### config.mk
export PLATFORM = sky130hd
export DESIGN_NAME = pixel_port_arbiter_flat
export DESIGN_NICKNAME = d
export VERILOG_FILES = /design/src/rtl/pixel_port_arbiter_if.sv /design/src/rtl/pixel_port_arbiter.sv /design/src/flat_wrapper.sv
export SDC_FILE = /design/constraint.sdc
export NUM_CORES = 1
export LEC_CHECK = 0
export ABC_AREA = 1
export CORE_MARGIN = 1
export CORE_UTILIZATION = 37
export DETAILED_ROUTE_END_ITERATION = 16
export GPL_TIMING_DRIVEN = 0
export PLACE_DENSITY = 0.95
export SLEW_MARGIN = 5
export SYNTH_ARGS = -nofsm -noshare
export SYNTH_HDL_FRONTEND = slang
export SYNTH_SLANG_ARGS = --single-unit
export TNS_END_PERCENT = 50
### constraint.sdc
create_clock -name clk -period 2.7 [get_ports clk]
set_input_delay 0.27 -clock clk [delete_from_list [all_inputs] [get_ports clk]]
set_output_delay 0.27 -clock clk [all_outputs]
set_load 0.005 [all_outputs]
### src/rtl/pixel_port_arbiter_if.sv
// pixel_port_arbiter_if: requester, RAM-port and read-return signals of the pixel port arbiter
interface pixel_port_arbiter_if #(
  parameter int ADDR_W = 18,
  parameter int DATA_W = 24
);
  logic              disp_req;
  logic [ADDR_W-1:0] disp_addr;
  logic              disp_blank;
  logic              disp_ack;
  logic              disp_rvalid;
  logic [DATA_W-1:0] disp_rdata;
  logic              ld_req;
  logic              ld_we;
  logic [ADDR_W-1:0] ld_addr;
  logic [DATA_W-1:0] ld_wdata;
  logic              ld_ack;
  logic              ld_rvalid;
  logic [DATA_W-1:0] ld_rdata;
  logic              mem_en;
  logic              mem_we;
  logic [ADDR_W-1:0] mem_addr;
  logic [DATA_W-1:0] mem_wdata;
  logic [DATA_W-1:0] mem_rdata;
  modport slave (
    input  disp_req, disp_addr, disp_blank, ld_req, ld_we, ld_addr, ld_wdata, mem_rdata,
    output disp_ack, disp_rvalid, disp_rdata, ld_ack, ld_rvalid, ld_rdata,
           mem_en, mem_we, mem_addr, mem_wdata
  );
  modport master (
    output disp_req, disp_addr, disp_blank, ld_req, ld_we, ld_addr, ld_wdata, mem_rdata,
    input  disp_ack, disp_rvalid, disp_rdata, ld_ack, ld_rvalid, ld_rdata,
           mem_en, mem_we, mem_addr, mem_wdata
  );
endinterface

### src/rtl/pixel_port_arbiter.sv
// pixel_port_arbiter: shares one frame-memory port between display scan-out and a loader
module pixel_port_arbiter #(
  parameter int ADDR_W       = 18,
  parameter int DATA_W       = 24,
  parameter int STARVE_LIMIT = 8
) (
  input logic                  clk,
  input logic                  rst,
  pixel_port_arbiter_if.slave  bus
);
  localparam int SW = $clog2(STARVE_LIMIT + 1);
  typedef enum logic [1:0] {NONE, DISP, LD_RD} tag_e;
  logic [SW-1:0]     starve_q, starve_d;
  tag_e              tag1_q, tag1_d, tag2_q;
  logic              mem_en_q, mem_we_q;
  logic [ADDR_W-1:0] mem_addr_q;
  logic [DATA_W-1:0] mem_wdata_q;
  logic              ld_grant, disp_grant, starved;
  // grant selection: starved loader, then loader during blanking, then display, then idle loader
  always_comb begin
    starved    = starve_q == SW'(STARVE_LIMIT);
    ld_grant   = rst && bus.ld_req && (starved || bus.disp_blank || !bus.disp_req);
    disp_grant = rst && bus.disp_req && !ld_grant;
    starve_d   = ld_grant ? '0 : (bus.ld_req && !starved) ? starve_q + 1'b1 : starve_q;
    tag1_d     = disp_grant ? DISP : (ld_grant && !bus.ld_we) ? LD_RD : NONE;
  end
  // starvation counter, read-owner pipeline and registered RAM port
  always_ff @(posedge clk) begin
    if (!rst) begin
      starve_q    <= '0;
      tag1_q      <= NONE;
      tag2_q      <= NONE;
      mem_en_q    <= 1'b0;
      mem_we_q    <= 1'b0;
      mem_addr_q  <= '0;
      mem_wdata_q <= '0;
    end else begin
      starve_q <= starve_d;
      tag1_q   <= tag1_d;
      tag2_q   <= tag1_q;
      mem_en_q <= ld_grant || disp_grant;
      mem_we_q <= ld_grant && bus.ld_we;
      if (ld_grant) begin
        mem_addr_q  <= bus.ld_addr;
        mem_wdata_q <= bus.ld_wdata;
      end else if (disp_grant) begin
        mem_addr_q <= bus.disp_addr;
      end
    end
  end
  assign bus.disp_ack    = disp_grant;
  assign bus.ld_ack      = ld_grant;
  assign bus.mem_en      = mem_en_q;
  assign bus.mem_we      = mem_we_q;
  assign bus.mem_addr    = mem_addr_q;
  assign bus.mem_wdata   = mem_wdata_q;
  assign bus.disp_rvalid = tag2_q == DISP;
  assign bus.ld_rvalid   = tag2_q == LD_RD;
  assign bus.disp_rdata  = bus.disp_rvalid ? bus.mem_rdata : '0;
  assign bus.ld_rdata    = bus.ld_rvalid ? bus.mem_rdata : '0;
endmodule

### src/flat_wrapper.sv
// flat-port wrapper written by rule: the top's interface ports become plain ports
module pixel_port_arbiter_flat 
#(
  parameter int ADDR_W       = 18,
  parameter int DATA_W       = 24,
  parameter int STARVE_LIMIT = 8
)
  (clk, rst, bus_disp_req, bus_disp_addr, bus_disp_blank, bus_ld_req, bus_ld_we, bus_ld_addr, bus_ld_wdata, bus_mem_rdata, bus_disp_ack, bus_disp_rvalid, bus_disp_rdata, bus_ld_ack, bus_ld_rvalid, bus_ld_rdata, bus_mem_en, bus_mem_we, bus_mem_addr, bus_mem_wdata);
  pixel_port_arbiter_if #(.ADDR_W(ADDR_W), .DATA_W(DATA_W)) bus_i ();
  input logic clk;
  input logic rst;
  input wire logic [$bits(bus_i.disp_req)-1:0] bus_disp_req;
  input wire logic [$bits(bus_i.disp_addr)-1:0] bus_disp_addr;
  input wire logic [$bits(bus_i.disp_blank)-1:0] bus_disp_blank;
  input wire logic [$bits(bus_i.ld_req)-1:0] bus_ld_req;
  input wire logic [$bits(bus_i.ld_we)-1:0] bus_ld_we;
  input wire logic [$bits(bus_i.ld_addr)-1:0] bus_ld_addr;
  input wire logic [$bits(bus_i.ld_wdata)-1:0] bus_ld_wdata;
  input wire logic [$bits(bus_i.mem_rdata)-1:0] bus_mem_rdata;
  output wire logic [$bits(bus_i.disp_ack)-1:0] bus_disp_ack;
  output wire logic [$bits(bus_i.disp_rvalid)-1:0] bus_disp_rvalid;
  output wire logic [$bits(bus_i.disp_rdata)-1:0] bus_disp_rdata;
  output wire logic [$bits(bus_i.ld_ack)-1:0] bus_ld_ack;
  output wire logic [$bits(bus_i.ld_rvalid)-1:0] bus_ld_rvalid;
  output wire logic [$bits(bus_i.ld_rdata)-1:0] bus_ld_rdata;
  output wire logic [$bits(bus_i.mem_en)-1:0] bus_mem_en;
  output wire logic [$bits(bus_i.mem_we)-1:0] bus_mem_we;
  output wire logic [$bits(bus_i.mem_addr)-1:0] bus_mem_addr;
  output wire logic [$bits(bus_i.mem_wdata)-1:0] bus_mem_wdata;
  assign bus_i.disp_req = bus_disp_req;
  assign bus_i.disp_addr = bus_disp_addr;
  assign bus_i.disp_blank = bus_disp_blank;
  assign bus_i.ld_req = bus_ld_req;
  assign bus_i.ld_we = bus_ld_we;
  assign bus_i.ld_addr = bus_ld_addr;
  assign bus_i.ld_wdata = bus_ld_wdata;
  assign bus_i.mem_rdata = bus_mem_rdata;
  assign bus_disp_ack = bus_i.disp_ack;
  assign bus_disp_rvalid = bus_i.disp_rvalid;
  assign bus_disp_rdata = bus_i.disp_rdata;
  assign bus_ld_ack = bus_i.ld_ack;
  assign bus_ld_rvalid = bus_i.ld_rvalid;
  assign bus_ld_rdata = bus_i.ld_rdata;
  assign bus_mem_en = bus_i.mem_en;
  assign bus_mem_we = bus_i.mem_we;
  assign bus_mem_addr = bus_i.mem_addr;
  assign bus_mem_wdata = bus_i.mem_wdata;
  pixel_port_arbiter #(.ADDR_W(ADDR_W), .DATA_W(DATA_W), .STARVE_LIMIT(STARVE_LIMIT)) u_core (.clk(clk), .rst(rst), .bus(bus_i));
endmodule
# After elaboration in Yosys (flattened, before gate mapping)
# Cells that the tools add are included.
# word_totals
wordCells	36
inputBits	90
reg_bits	52
# op_classes
bitwise_logic	1
muxes	6
n_eq_ne	3
add_sub_neg	1
n_reduce_logical	17
# ops
operator	count
24-bit two-way mux	2
18-bit two-way mux	2
1-bit logical AND	7
4-bit by 1-bit adder with 4-bit output (second input constant)	1
4-bit equality test (second input constant)	1
1-bit logical NOT	4
2-bit OR reduction	2
1-bit logical OR	3
2-bit by 1-bit equality test with 1-bit output (second input constant)	1
2-bit equality test (second input constant)	1
2-bit two-way mux	1
2-bit nonzero test	1
1-bit two-way mux	1
1-bit NOT	1

# Longest topological paths before layout
# Gate-level depths: netlist (run 1).
# depth
word_depth	8
ltp_mapped	10

# Worst setup path after synthesis (run 1)
# Ideal clock, no wire load.
# synth_timing
path_kind	register to output
startpoint	register u_core.starve_q[0]
endpoint	output port bus_disp_ack
arrival_ps	1238
path_slack_ps	1192
n_path_buf	1
stages_incl_launch_ff	9
path_cell_list	dfxtp_1 inv_1 ha_1 nand3_2 nand2_4 nand2_8 inv_4 buf_4 nor2_1
# synth_via
elab_chain_cells	6
# synth_lines
element	line_no	rtl
start, declared	pixel_port_arbiter.sv:13	logic [SW-1:0] starve_q, starve_d;
start signal, assigned	pixel_port_arbiter.sv:38	starve_q <= starve_d;
4-bit equality test	pixel_port_arbiter.sv:21	starved = starve_q == SW'(STARVE_LIMIT);
1-bit logical OR (2 in series)	pixel_port_arbiter.sv:22	ld_grant = rst && bus.ld_req && (starved || bus.disp_blank || !bus.disp_req);
1-bit logical AND	pixel_port_arbiter.sv:22	
net bus_ld_ack	flat_wrapper.sv:23	output wire logic [$bits(bus_i.ld_ack)-1:0] bus_ld_ack;
1-bit logical NOT	pixel_port_arbiter.sv:23	disp_grant = rst && bus.disp_req && !ld_grant;
1-bit logical AND	pixel_port_arbiter.sv:23	
end, declared	flat_wrapper.sv:20	output wire logic [$bits(bus_i.disp_ack)-1:0] bus_disp_ack;
# The timed path passes the listed nets, and every way through them passes these cells.

# Worst setup path in the final report (run 1)
# layout_timing
startpoint	register u_core.starve_q[0]
endpoint	output port bus_disp_ack
# layout_via
elab_chain_cells	6
# layout_lines
element	line_no
4-bit equality test	pixel_port_arbiter.sv:21
1-bit logical OR (2 in series)	pixel_port_arbiter.sv:22
1-bit logical AND	pixel_port_arbiter.sv:22
1-bit logical NOT	pixel_port_arbiter.sv:23
1-bit logical AND	pixel_port_arbiter.sv:23
# Every way passes these cells.

==> summary.md, run 1 <==
| Metric | Value |
|---|---|
| Post-synthesis sequential area ratio | 42.3% |
| Initial antenna violation count | 0 |
| R2R setup slack | 1.10 ns |
| CP Launch Type | flip-flop |
| CP Capture Type | output port |
| Seq cells post-synth | 52 |
| Clock Latency Late Sink | 0.30 ns |
| Hold path depth | 3 |
| First-pass GRT wire length | 13700 um |
| Hold Crit Start | bus_ld_req |
| Final hold vios | 0 |
| Final core utilization | 70.4% |
| Synthesized area per cell | 6.67 sq um |
| Final WL | 8570 um |
| Pwr per Cell Area | 396 nW/um^2 |
| Synth Cell Area | 2460 sq um |
| Vias per cell | 4.81 |
| Inserted Clock Buffers | 5 |
| Slew Limit Fails | 0 |
| Site Rows | 29 |
| Crit Path Class | flip-flop to output port |
| Critical path cell sequence | inv_1, ha_1, nand3_2, nand2_4, nand2_8, inv_4, buf_4, nor2_1, clkdlybuf4s50_1 |
| I/O Buffers | 184 |
| CTS sink cnt | 52 |
| Critical Path Start | u_core.starve_q[0]$_SDFFE_PP0P_ |
| Leakage | 2.07 nW |
| Rel. slew slack | 70.0% |
| Starting density of the core | 38.5% |
| DP HPWL | 6940 um |
| Fillers | 521 |
| Worst r2r dst | u_core.bus.mem_wdata[9]$_SDFFE_PN0P_ |
| Placed Cells incl. Taps | 630 |
| Endpoints failing setup | 0 |
| Overall routing resource usage | 24.1% |
| Fmax | 399 MHz |
| Number of max-cap violations | 0 |
| Distinct cells, synth | 22 |
| Syn_nets | 461 |
| Worst EP required | 2.43 ns |
| VDD IR max | 0.000339 V |
| RSZ-0062 raised after global routing | no |
| Post-CTS Setup Inserts | 0 |
| Post-cts gate resize count | 0 |
| Cts hold-fix bufs | 0 |
| DR vias | 3062 |
| DR iter-0 viols | 160 |
| FF-to-FF Start | u_core.starve_q[0]$_SDFFE_PP0P_ |
| R2R depth | 9 |
| Fin cells | 636 |
| CP bufs+invs | 4 |
| Die width | 83.5 um |
| Data arrival, critical path | 2.23 ns |
| Pin count of the biggest net entering global routing | 15 |
| Area delta synth->final | 82.8% |
| Total grt overflow | 0 |
| Crit path max-delay family | buffers and inverters |
| CTS tree | yes |
| Ant. Diodes | 0 |
| Die Span Y | 83.5 um |
| Routed length per instance | 13.5 um |
| Die ar. | 6980 sq um |
| Residual DRC count | 0 |
| GPL Wtd Cong | 0.921 |
| Fin crit period | 2.50 ns |
| Cells after Synth | 369 |
| Fin Setup TNS | 0 ns |
| Clock root buffer | clkbuf_8 |
| CP max-delay cell | clkdlybuf4s50_1 |
| Status | completed |
| Clock Pin Slew Worst Setup and Hold Paths | 0.08 ns |
| Worst Max-Slew Pin Slew | 0.450 ns |
| Fin crit share | 92.8% |
| Clock tree buffer depth | 2 |
| Share of cells above drive strength 1 | 4.65% |
| H-tree levels | 2 |
| Clk_skew | 0.0109 ns |
| Pre-antenna DRT Iters | 4 |
| Number of warnings issued by yosys | 0 |
| Core area | 6390 sq um |
| Endpoint, Worst Hold | u_core.starve_q[0]$_SDFFE_PP0P_ |
| Worst path max stage delay | 0.51 ns |
| Routed Antenna Nets | 0 |
| Critical path fanouts, max | 10 |
| Hold Path Class | input port to flip-flop |
| Vias in the first global route | 2960 |
| Nets | 652 |
| # IOs | 186 |
## flip-flops by register name, summed over array words and instances (netlist names)
| name | flops |
|---|---|
| u_core.bus.mem_we | 1 |
| u_core.tag1_q | 2 |
| u_core.bus.mem_wdata | 24 |
| u_core.bus.mem_addr | 18 |
| u_core.starve_q | 4 |
| u_core.bus.mem_en | 1 |
| u_core.tag2_q | 2 |
## layer usage
layer  vias up  GRT usage [%]  routed length (um)
met2       154           43.3                4290
met5         -              0                   0
met1      1386           26.7                3270
li1       1506              -                   -
met4         0           9.24                 225
met3        16           6.92                 787
## cells in the final DEF, fill, tap and decap left out, types with 2 or more instances in the layout
master / instances
inv_1: 52
buf_2: 5
buf_1: 3
xor2_1: 2
ha_1: 2
clkbuf_8: 5
clkinv_1: 2
dfxtp_1: 52
nand2_1: 93
clkbuf_1: 4
a21oi_1: 12
clkdlybuf4s50_1: 184
nor2_1: 55
buf_4: 5
inv_4: 2
nand3_1: 71
buf_6: 2
## how the worst max path moves through the flow
stage	to	slack (ns)	cells after the start
3_3_place_gp	bus_disp_ack	0.32	9
2_1_floorplan	bus_disp_ack	1.19	8
5_1_grt	bus_disp_ack	0.09	9
3_5_place_dp	bus_disp_ack	0.31	9
4_1_cts	bus_disp_ack	0.18	9
6_report	bus_disp_ack	0.20	9
## cells by family (layout without fill, tap and decap cells)
logic type / Yosys count / count (layout) / share of synthesized area, %
simple gates: 224 / 224 / 39.4
buf+inv: 76 / 266 / 13.4
flops: 52 / 52 / 42.3
compound gates: 13 / 13 / 3.10
fa+ha+maj: 2 / 2 / 1.02
xor+xnor: 2 / 2 / 0.712
## metrics by stage
stage / hold WS (ns) / area (sq um) / setup slack, ns / power (mW)
final: 0.320 / 4500 / 0.195 / 1.78
after CTS: 0.308 / 4500 / 0.180 / 1.80
after detailed placement: 0.405 / 4400 / 0.314 / 1.29
after global placement: 0.396 / 4400 / 0.325 / 1.28
after floorplan: 0.342 / 2460 / 1.19 / 1.00
after global routing: 0.314 / 4500 / 0.0861 / 1.87
## cell type report
| type | instances | area, sq um | area share, % |
|---|---|---|---|
| repair buffers | 184 | 1840 | 41.0 |
| clock buffers | 5 | 68.8 | 1.53 |
| plain buffers | 19 | 111 | 2.48 |
| well taps | 77 | 96.3 | 2.14 |
| clock inverters | 1 | 30.0 | 0.668 |
| inverters | 57 | 219 | 4.87 |
| flip-flops and latches | 52 | 1040 | 23.1 |
| multi-input cells | 241 | 1090 | 24.2 |
## report_power, final
| group | internal [mW] | switching, mW | total (mW) |
|---|---|---|---|
| Combinational | 0.265 | 0.173 | 0.438 |
| Sequential | 0.815 | 0.0247 | 0.839 |
| Clock | 0.266 | 0.235 | 0.502 |
| Total | 1.35 | 0.433 | 1.78 |
## cell usage after synthesis (all sizes together)
cell type	n	area share (%)
nand2	95	15
nand3	72	15
nor2	56	8.9
inv	55	8.6
dfxtp	52	42
buf	15	3.9
a21oi	12	2.4
clkbuf	4	0.61
clkinv	2	0.31
ha	2	1.0
xor2	2	0.71
nand4	1	0.25
o21ai	1	0.66
## worst min-delay path, cell delays in order
cell     delay [ns]
buf_4          0.14
nand3_1        0.08
a21oi_1        0.07
No activity file was read; power rests on OpenSTA's default activity.
==> inputs of run 2 (changes only) <==
- ABC_CLOCK_PERIOD_IN_PS: unset -> 2700
==> results of run 2 <==
The final DEF is identical to that of run 1; final timing and power are the same.
